## src/rtl/button_conditioner_pkg.sv

```systemverilog
// Shared definitions for the button/switch input conditioner: channel state
// encodings and the counter-width helper used by every debounce counter.
package button_conditioner_pkg;

  localparam logic [1:0] IDLE         = 2'd0;
  localparam logic [1:0] PRESS_WAIT   = 2'd1;
  localparam logic [1:0] PRESSED      = 2'd2;
  localparam logic [1:0] RELEASE_WAIT = 2'd3;

  // Counters only ever reach their terminal value, so this is all the width they need.
  function automatic int cnt_width(input int terminal);
    return (terminal < 1) ? 1 : $clog2(terminal) + 1;
  endfunction

endpackage

```

## src/rtl/button_conditioner_debounce_channel.sv

```systemverilog
// One push-button channel: 2-FF synchroniser, debounce FSM, press strobe and
// optional auto-repeat strobe train while held.
module debounce_channel
  import button_conditioner_pkg::*;
#(
  parameter int DEBOUNCE_CYCLES = 250000,
  parameter int REPEAT_DELAY    = 0,
  parameter int REPEAT_RATE     = 12500000
) (
  input  logic clock,
  input  logic reset,
  input  logic raw,
  output logic level,
  output logic pulse
);

  localparam int CW = cnt_width(DEBOUNCE_CYCLES - 1);
  localparam int RTERM = (REPEAT_DELAY > 0) ?
                         ((REPEAT_DELAY > REPEAT_RATE) ? REPEAT_DELAY - 1 : REPEAT_RATE - 1) : 0;
  localparam int RW = cnt_width(RTERM);

  localparam logic [CW-1:0] DB_LAST    = CW'(DEBOUNCE_CYCLES - 1);
  localparam logic [RW-1:0] DELAY_LAST = RW'((REPEAT_DELAY > 0) ? REPEAT_DELAY - 1 : 0);
  localparam logic [RW-1:0] RATE_LAST  = RW'((REPEAT_RATE > 0) ? REPEAT_RATE - 1 : 0);

  logic          meta;
  logic          sync;
  logic [1:0]    state;
  logic [CW-1:0] cnt;
  logic [RW-1:0] rcnt;
  logic          repeating;   // first repeat already fired; now timing by REPEAT_RATE

  // NOTE: non-blocking assignments throughout, so every stage samples the value
  // its predecessor held before this edge; blocking here would collapse the chain.
  always_ff @(posedge clock or posedge reset) begin
    if (reset) begin
      meta      <= 1'b0;
      sync      <= 1'b0;
      state     <= IDLE;
      cnt       <= '0;
      rcnt      <= '0;
      repeating <= 1'b0;
      level     <= 1'b0;
      pulse     <= 1'b0;
    end else begin
      meta  <= raw;
      sync  <= meta;
      pulse <= 1'b0;
      case (state)
        IDLE: begin
          if (sync) begin
            state <= PRESS_WAIT;
            cnt   <= '0;
          end
        end
        PRESS_WAIT: begin
          if (!sync) begin
            state <= IDLE;
          end else if (cnt == DB_LAST) begin
            state     <= PRESSED;
            level     <= 1'b1;
            pulse     <= 1'b1;
            rcnt      <= '0;
            repeating <= 1'b0;
          end else begin
            cnt <= cnt + 1'b1;
          end
        end
        PRESSED: begin
          if (!sync) begin
            state <= RELEASE_WAIT;
            cnt   <= '0;
          end else if (REPEAT_DELAY > 0) begin
            if ((!repeating && rcnt == DELAY_LAST) || (repeating && rcnt == RATE_LAST)) begin
              pulse     <= 1'b1;
              rcnt      <= '0;
              repeating <= 1'b1;
            end else begin
              rcnt <= rcnt + 1'b1;
            end
          end
        end
        RELEASE_WAIT: begin
          // A bounce back to pressed resumes the repeat schedule where it paused.
          if (sync) begin
            state <= PRESSED;
          end else if (cnt == DB_LAST) begin
            state <= IDLE;
            level <= 1'b0;
          end else begin
            cnt <= cnt + 1'b1;
          end
        end
        default: state <= IDLE;
      endcase
    end
  end

endmodule

```

## src/rtl/button_conditioner.sv

```systemverilog
// Input front end: debounced button levels/strobes per channel plus a
// glitch-free switch vector with a change strobe.
module button_conditioner
  import button_conditioner_pkg::*;
#(
  parameter int NUM_BUTTONS     = 2,
  parameter int SW_WIDTH        = 8,
  parameter int DEBOUNCE_CYCLES = 250000,
  parameter int REPEAT_DELAY    = 0,
  parameter int REPEAT_RATE     = 12500000
) (
  input  logic                   clock,
  input  logic                   reset,
  input  logic [NUM_BUTTONS-1:0] button_raw,
  input  logic [SW_WIDTH-1:0]    switches_raw,
  output logic [NUM_BUTTONS-1:0] button_level,
  output logic [NUM_BUTTONS-1:0] button_pulse,
  output logic [SW_WIDTH-1:0]    switches_stable,
  output logic                   switches_changed
);

  localparam int CW = cnt_width(DEBOUNCE_CYCLES - 1);
  localparam logic [CW-1:0] DB_LAST = CW'(DEBOUNCE_CYCLES - 1);

  for (genvar g = 0; g < NUM_BUTTONS; g++) begin : g_btn
    debounce_channel #(
      .DEBOUNCE_CYCLES(DEBOUNCE_CYCLES),
      .REPEAT_DELAY   (REPEAT_DELAY),
      .REPEAT_RATE    (REPEAT_RATE)
    ) u_channel (
      .clock(clock),
      .reset(reset),
      .raw  (button_raw[g]),
      .level(button_level[g]),
      .pulse(button_pulse[g])
    );
  end

  logic [SW_WIDTH-1:0] sw_meta;
  logic [SW_WIDTH-1:0] sw_sync;
  logic [SW_WIDTH-1:0] sw_prev;
  logic [CW-1:0]       sw_cnt;

  // One counter for the whole vector: any bit moving restarts qualification.
  always_ff @(posedge clock or posedge reset) begin
    if (reset) begin
      sw_meta          <= '0;
      sw_sync          <= '0;
      sw_prev          <= '0;
      sw_cnt           <= '0;
      switches_stable  <= '0;
      switches_changed <= 1'b0;
    end else begin
      sw_meta          <= switches_raw;
      sw_sync          <= sw_meta;
      sw_prev          <= sw_sync;
      switches_changed <= 1'b0;
      if (sw_sync != sw_prev) begin
        sw_cnt <= '0;
      end else if (sw_cnt != DB_LAST) begin
        sw_cnt <= sw_cnt + 1'b1;
      end else if (sw_sync != switches_stable) begin
        switches_stable  <= sw_sync;
        switches_changed <= 1'b1;
      end
    end
  end

endmodule

```

## config.mk

```make
export PLATFORM = sky130hd
export DESIGN_NAME = button_conditioner
export DESIGN_NICKNAME = d
export VERILOG_FILES = /design/src/rtl/button_conditioner_pkg.sv /design/src/rtl/button_conditioner_debounce_channel.sv /design/src/rtl/button_conditioner.sv
export SDC_FILE = /design/constraint.sdc
export NUM_CORES = 1
export LEC_CHECK = 0
export BUFFER_PORTS_ARGS = -buffer_cell sky130_fd_sc_hd__buf_2
export CAP_MARGIN = 20
export CORE_MARGIN = 2
export CORE_UTILIZATION = 43
export CTS_BUF_LIST = sky130_fd_sc_hd__clkbuf_4
export DETAILED_ROUTE_END_ITERATION = 8
export PLACE_DENSITY = 0.6
export SLEW_MARGIN = 20
export SYNTH_ARGS = -nofsm -noshare
export SYNTH_HDL_FRONTEND = slang
export SYNTH_SLANG_ARGS = --single-unit
```

## constraint.sdc

```tcl
create_clock -name clock -period 4.6 [get_ports clock]
set_clock_uncertainty 0.1 [all_clocks]
set_input_delay 0.92 -clock clock [delete_from_list [all_inputs] [get_ports clock]]
set_output_delay 0.92 -clock clock [all_outputs]
set_load 0.01 [all_outputs]
```

Yosys cells after proc, flatten, opt, wreduce, memory -nomap -nowiden
Index checks and enable logic that the tools add are counted.

cells by class
  add/sub/neg operators = 3
  equal/unequal tests = 27
  mux-type cells = 47
  bitwise logic cells = 2
  reduce and logical (&&, ||, !) cells = 12

operator list
  kind                     count
  $mux W19                 12
  $pmux W19 S4             2
  $add A19 B1 Y19 const B  3
  $eq A19 B18 Y1 const B   2
  $mux W2                  12
  $ne A19 B18 Y1 const B   1
  $mux W1                  17
  $ne A2 B1 Y1 const B     8
  $ne A8 B8 Y1             2
  $pmux W2 S4              2
  $reduce_and A4 Y1        4
  $reduce_and A5 Y1        2
  $eq A2 B2 Y1 const B     4
  $ne A2 B2 Y1 const B     4
  $ne A3 B1 Y1 const B     2
  $ne A3 B3 Y1 const B     2
  $reduce_bool A2 Y1       3
  $eq A2 B1 Y1 const B     2
  $logic_not A2 Y1         2
  $pmux W1 S2              2
  $reduce_and A3 Y1        1
  $not A1 Y1               2

word-level totals
  bits in registers = 102
  input port bits = 12
  output and inout bits = 13
  logic and storage cells = 109

Logic depth before layout (Yosys ltp)
  depth after elaboration = 4
  mapped depth = 7
  depth with buffers taken out = 6

Modules after synthesis
From an unflattened synthesis, not the netlist that was laid out.

unflattened totals
  cell total of the unflattened synthesis = 450
  area, all modules = 4794.6 um^2

by module, submodules not included
  module                                  times used  cells each  area each (um^2)  seq. area each (um^2)
  button_conditioner                      1           170         2143.3            1301.2
  debounce_channel at g_btn[1].u_channel  1           141         1335.0            625.6
  debounce_channel at g_btn[0].u_channel  1           139         1316.3            625.6

Least setup slack after synthesis
Ideal clock, no wire load.

  path kind = register to register
  start = register g_btn[0].u_channel.cnt[0]
  end = register (tool-made name)
  library setup time = 0.125 ns
  arrival time = 1.858 ns
  required time = 4.375 ns
  path slack = 2.518 ns
  cell stages (with the launch flop) = 7
  path buffers = 0
  period minus slack after synthesis = 2.082 ns
  cells stage by stage = dfrtp_1 ha_1 nand3_1 or2_2 nor2_1 and2_1 mux2_2

RTL lines
  element                 line                                       RTL
  from (decl)             button_conditioner_debounce_channel.sv:29  logic [CW-1:0] cnt;
  from (signal assigned)  button_conditioner_debounce_channel.sv:66  cnt <= cnt + 1'b1;
  from (signal assigned)  button_conditioner_debounce_channel.sv:91  cnt <= cnt + 1'b1;

Worst setup path after layout
  start = register sw_sync[1]
  end = register switches_stable[7]

between the ends
  cells in the longest elaborated chain, start to end = 3
  elaborated cells on any way between the ends = 4
  classes of those cells = eq/ne (2); bitwise (1); reduce/logical (1)

RTL lines
  element                                 line                      RTL
  from (decl)                             button_conditioner.sv:40  logic [SW_WIDTH-1:0] sw_sync;
  from (signal assigned)                  button_conditioner.sv:55  sw_sync <= sw_meta;
  $ne A8 B8 Y1                            button_conditioner.sv:58  if (sw_sync != sw_prev) begin
  $not A1 Y1 (no source line)             -
  $reduce_and A3 Y1 (no source line) (*)  -
  to (signal assigned)                    button_conditioner.sv:63  switches_stable <= sw_sync;
  to (decl)                               button_conditioner.sv:18  output logic [SW_WIDTH-1:0] switches_stable,

Every way passes the cells marked *; elsewhere a longest branch is shown, timed or not.
A chain may end at the register's enable or synchronous reset.

==> metrics <==
status=finished clean; Power Total=between 1 and 1.5 mW; Post-synth top cells=dfrtp_1, nor2_1, nand2_1; first-pass GRT wire length=15.28 mm; post-synthesis average cell area=10.19 sq um; top cells by area, synth=dfrtp_1, nor2_1, xor2_1, nand2_1, o21ai_0; GPL Wtd Cong=0.8090; complex-gate fraction of the synthesized area=0.09539; synthesized cell area=4748 sq um; CTS Root Cell=clkbuf_4; leak pwr=2.189 nW; FFs w/ async S/R, synth=1.000; WHS=0.2652 ns; Syn Nets=481; Die Span Y=109.1 um; CP endpoint kind=register; CP max FO=21; total number of vias=3,353; Antenna Violating Nets Remaining=0; Hold Path Class=reg -> reg; final wirelength=8.838 mm; first drt pass iteration count=4; initial antenna violation count=0; Non-Filler Instances=630; largest net degree at the start of global routing=55; Most used DFF post-synth=dfrtp_1; count of state elements after synthesis=102; nets@finish=500; largest family of logic cells by synthesized area=simple AND/OR/NAND/NOR gates; Die X=109.1 um; Global Route Usage Sum=0.1636; share of cells above drive strength 1=0.1286; Post-Synth Simple-Gate Area=0.2092; XOR/XNOR share of the synthesized area=0.07194; post-synthesis sequential area ratio=0.5375; Ys Warns=0; clock slew at reported path FFs=0.17 ns; Rel. slew slack=0.5612; Setup Crit Path Kind=reg -> reg; # Post-CTS Setup Buffers=0; PD cells=284.5 nW/um^2; Yosys top cell area share=0.5375; grt ovf=0; vias in the first global route=about 3,300; worst path required time=between 4 and 5 ns; DR vias/cell=around 5.3; port buffer count=24; CP startpoint kind=register; row count=38; most frequent cell after synthesis=dfrtp_1; Placed Cells=614; Fin. Hold Viols=0; Slew Viols, Final=0; drt initial violations=210; CTS buffer count=9; hold_buf cts=0; Slew @ Worst Pin=0.6567 ns; CTS max path bufs=2; Yosys top cell by area=dfrtp_1; worst vdd ir=roughly 0.00016 V; Setup Viol. Count Final=0; number of flops mapped to enable cells by yosys=0; Skew-Pair Late Insertion Delay=0.48 ns; Resized cells post-CTS=0; CTS Sinks=slightly above 100; Post-Synthesis Cells=466; Synth Area in Adders=0.007905; fin util=0.4747; f_max=0.3476 GHz; I/O Pins=25; RSZ-0062 raised after global routing=false; post-synthesis mux area share=0.04928; Max-Cap Viols=0; post-synthesis cell type count=46; Final Critical Period=2.877 ns; WP data arrival=3.14 ns; crit share post-route=0.6254; CTS tree=yes; TNS Setup=0 ns; H-tree depth=3; HPWL Detailed=5.918 mm; die footprint=11,900 sq um; antenna cell count=0; DR WL/cell=about 14 um; DRC=0; CORE AREA=~11,000 sq um; Initial Util=0.4399; Area Growth Syn to Fin=7.905%
==> path summary, 6_finish.rpt <==
kind	from	end	slack (ns)	cells after the start
worst max-delay path	sw_sync[1]	switches_stable[7]	1.72	5
worst min-delay path	sw_meta[0]	sw_sync[0]	0.27	0
worst max register to register	sw_sync[1]	switches_stable[7]	1.72	5
worst min register to register	sw_meta[0]	sw_sync[0]	0.27	0
max in group asynchronous	reset	g_btn[0].u_channel.cnt[17]	3.15	3
min in group asynchronous	reset	switches_stable[4]	0.42	2
==> critical path, cell delays in order, from the launching register on <==
cell and delay [ns]:
dfrtp_1 0.46, xor2_1 0.18, nor4_1 0.33, nand2_1 0.46
or4_1 0.88, mux2_2 0.35
==> cells in the final DEF (no fill, tap or decap), types with 11 or more instances in the layout <==
| cell type | count |
|---|---|
| xnor2_1 | 17 |
| nand3_1 | 21 |
| inv_1 | 11 |
| dfrtp_1 | 102 |
| nor2_1 | 55 |
| buf_2 | 24 |
| mux2i_1 | 11 |
| nand2_1 | 47 |
| mux2_2 | 11 |
| xor2_1 | 21 |
| nand4_1 | 17 |
| o21ai_0 | 32 |
==> final cells by class <==
type                    count  area (sq um)
inverters                  12         47.55
fillers                  1028          5669
multi-input cells         332          2067
flip-flops and latches    102          2552
well taps                 140         175.2
clock buffers               9         67.56
clock inverters             7         63.81
repair buffers             28         150.1
==> layer usage <==
| layer | track usage | wire (um) |
|---|---|---|
| met4 | 0.05495 | 143 |
| met1 | 0.2266 | 4345 |
| met5 | 0 | 0 |
| met2 | 0.2533 | 4028 |
| met3 | 0.03825 | 320 |
==> registers in the layout, indices dropped and copies added, names as in the netlist, named ones only <==
signal                 flops
switches_changed           1
g_btn.u_channel.pulse      2
switches_stable            8
sw_prev                    8
sw_cnt                    19
g_btn.u_channel.state      2
sw_meta                    8
g_btn.u_channel.meta       2
g_btn.u_channel.cnt       38
g_btn.u_channel.sync       2
sw_sync                    8
g_btn.u_channel.level      2
==> report_power, final <==
| part | switching (mW) | internal (mW) |
|---|---|---|
| clock | 0.324 | 0.124 |
| sequential | 0.0201 | 0.918 |
| combinational | 0.0474 | 0.0239 |
| total | 0.392 | 1.07 |
==> logic make-up after synthesis <==
kind of cell    Yosys count
buf+inv                  32
compound gates           73
flops                   102
xor+xnor                 39
fa+ha+maj                 3
mux                      22
simple gates            195
==> stage by stage <==
step	instance area (sq um)	setup slack, ns
3_5_place_dp	4992	1.696
2_1_floorplan	4748	0.9045
3_3_place_gp	4992	1.756
6_report	5124	1.723
5_1_grt	5124	1.519
4_1_cts	5124	1.675
No activity file was read; power rests on OpenSTA's default activity.
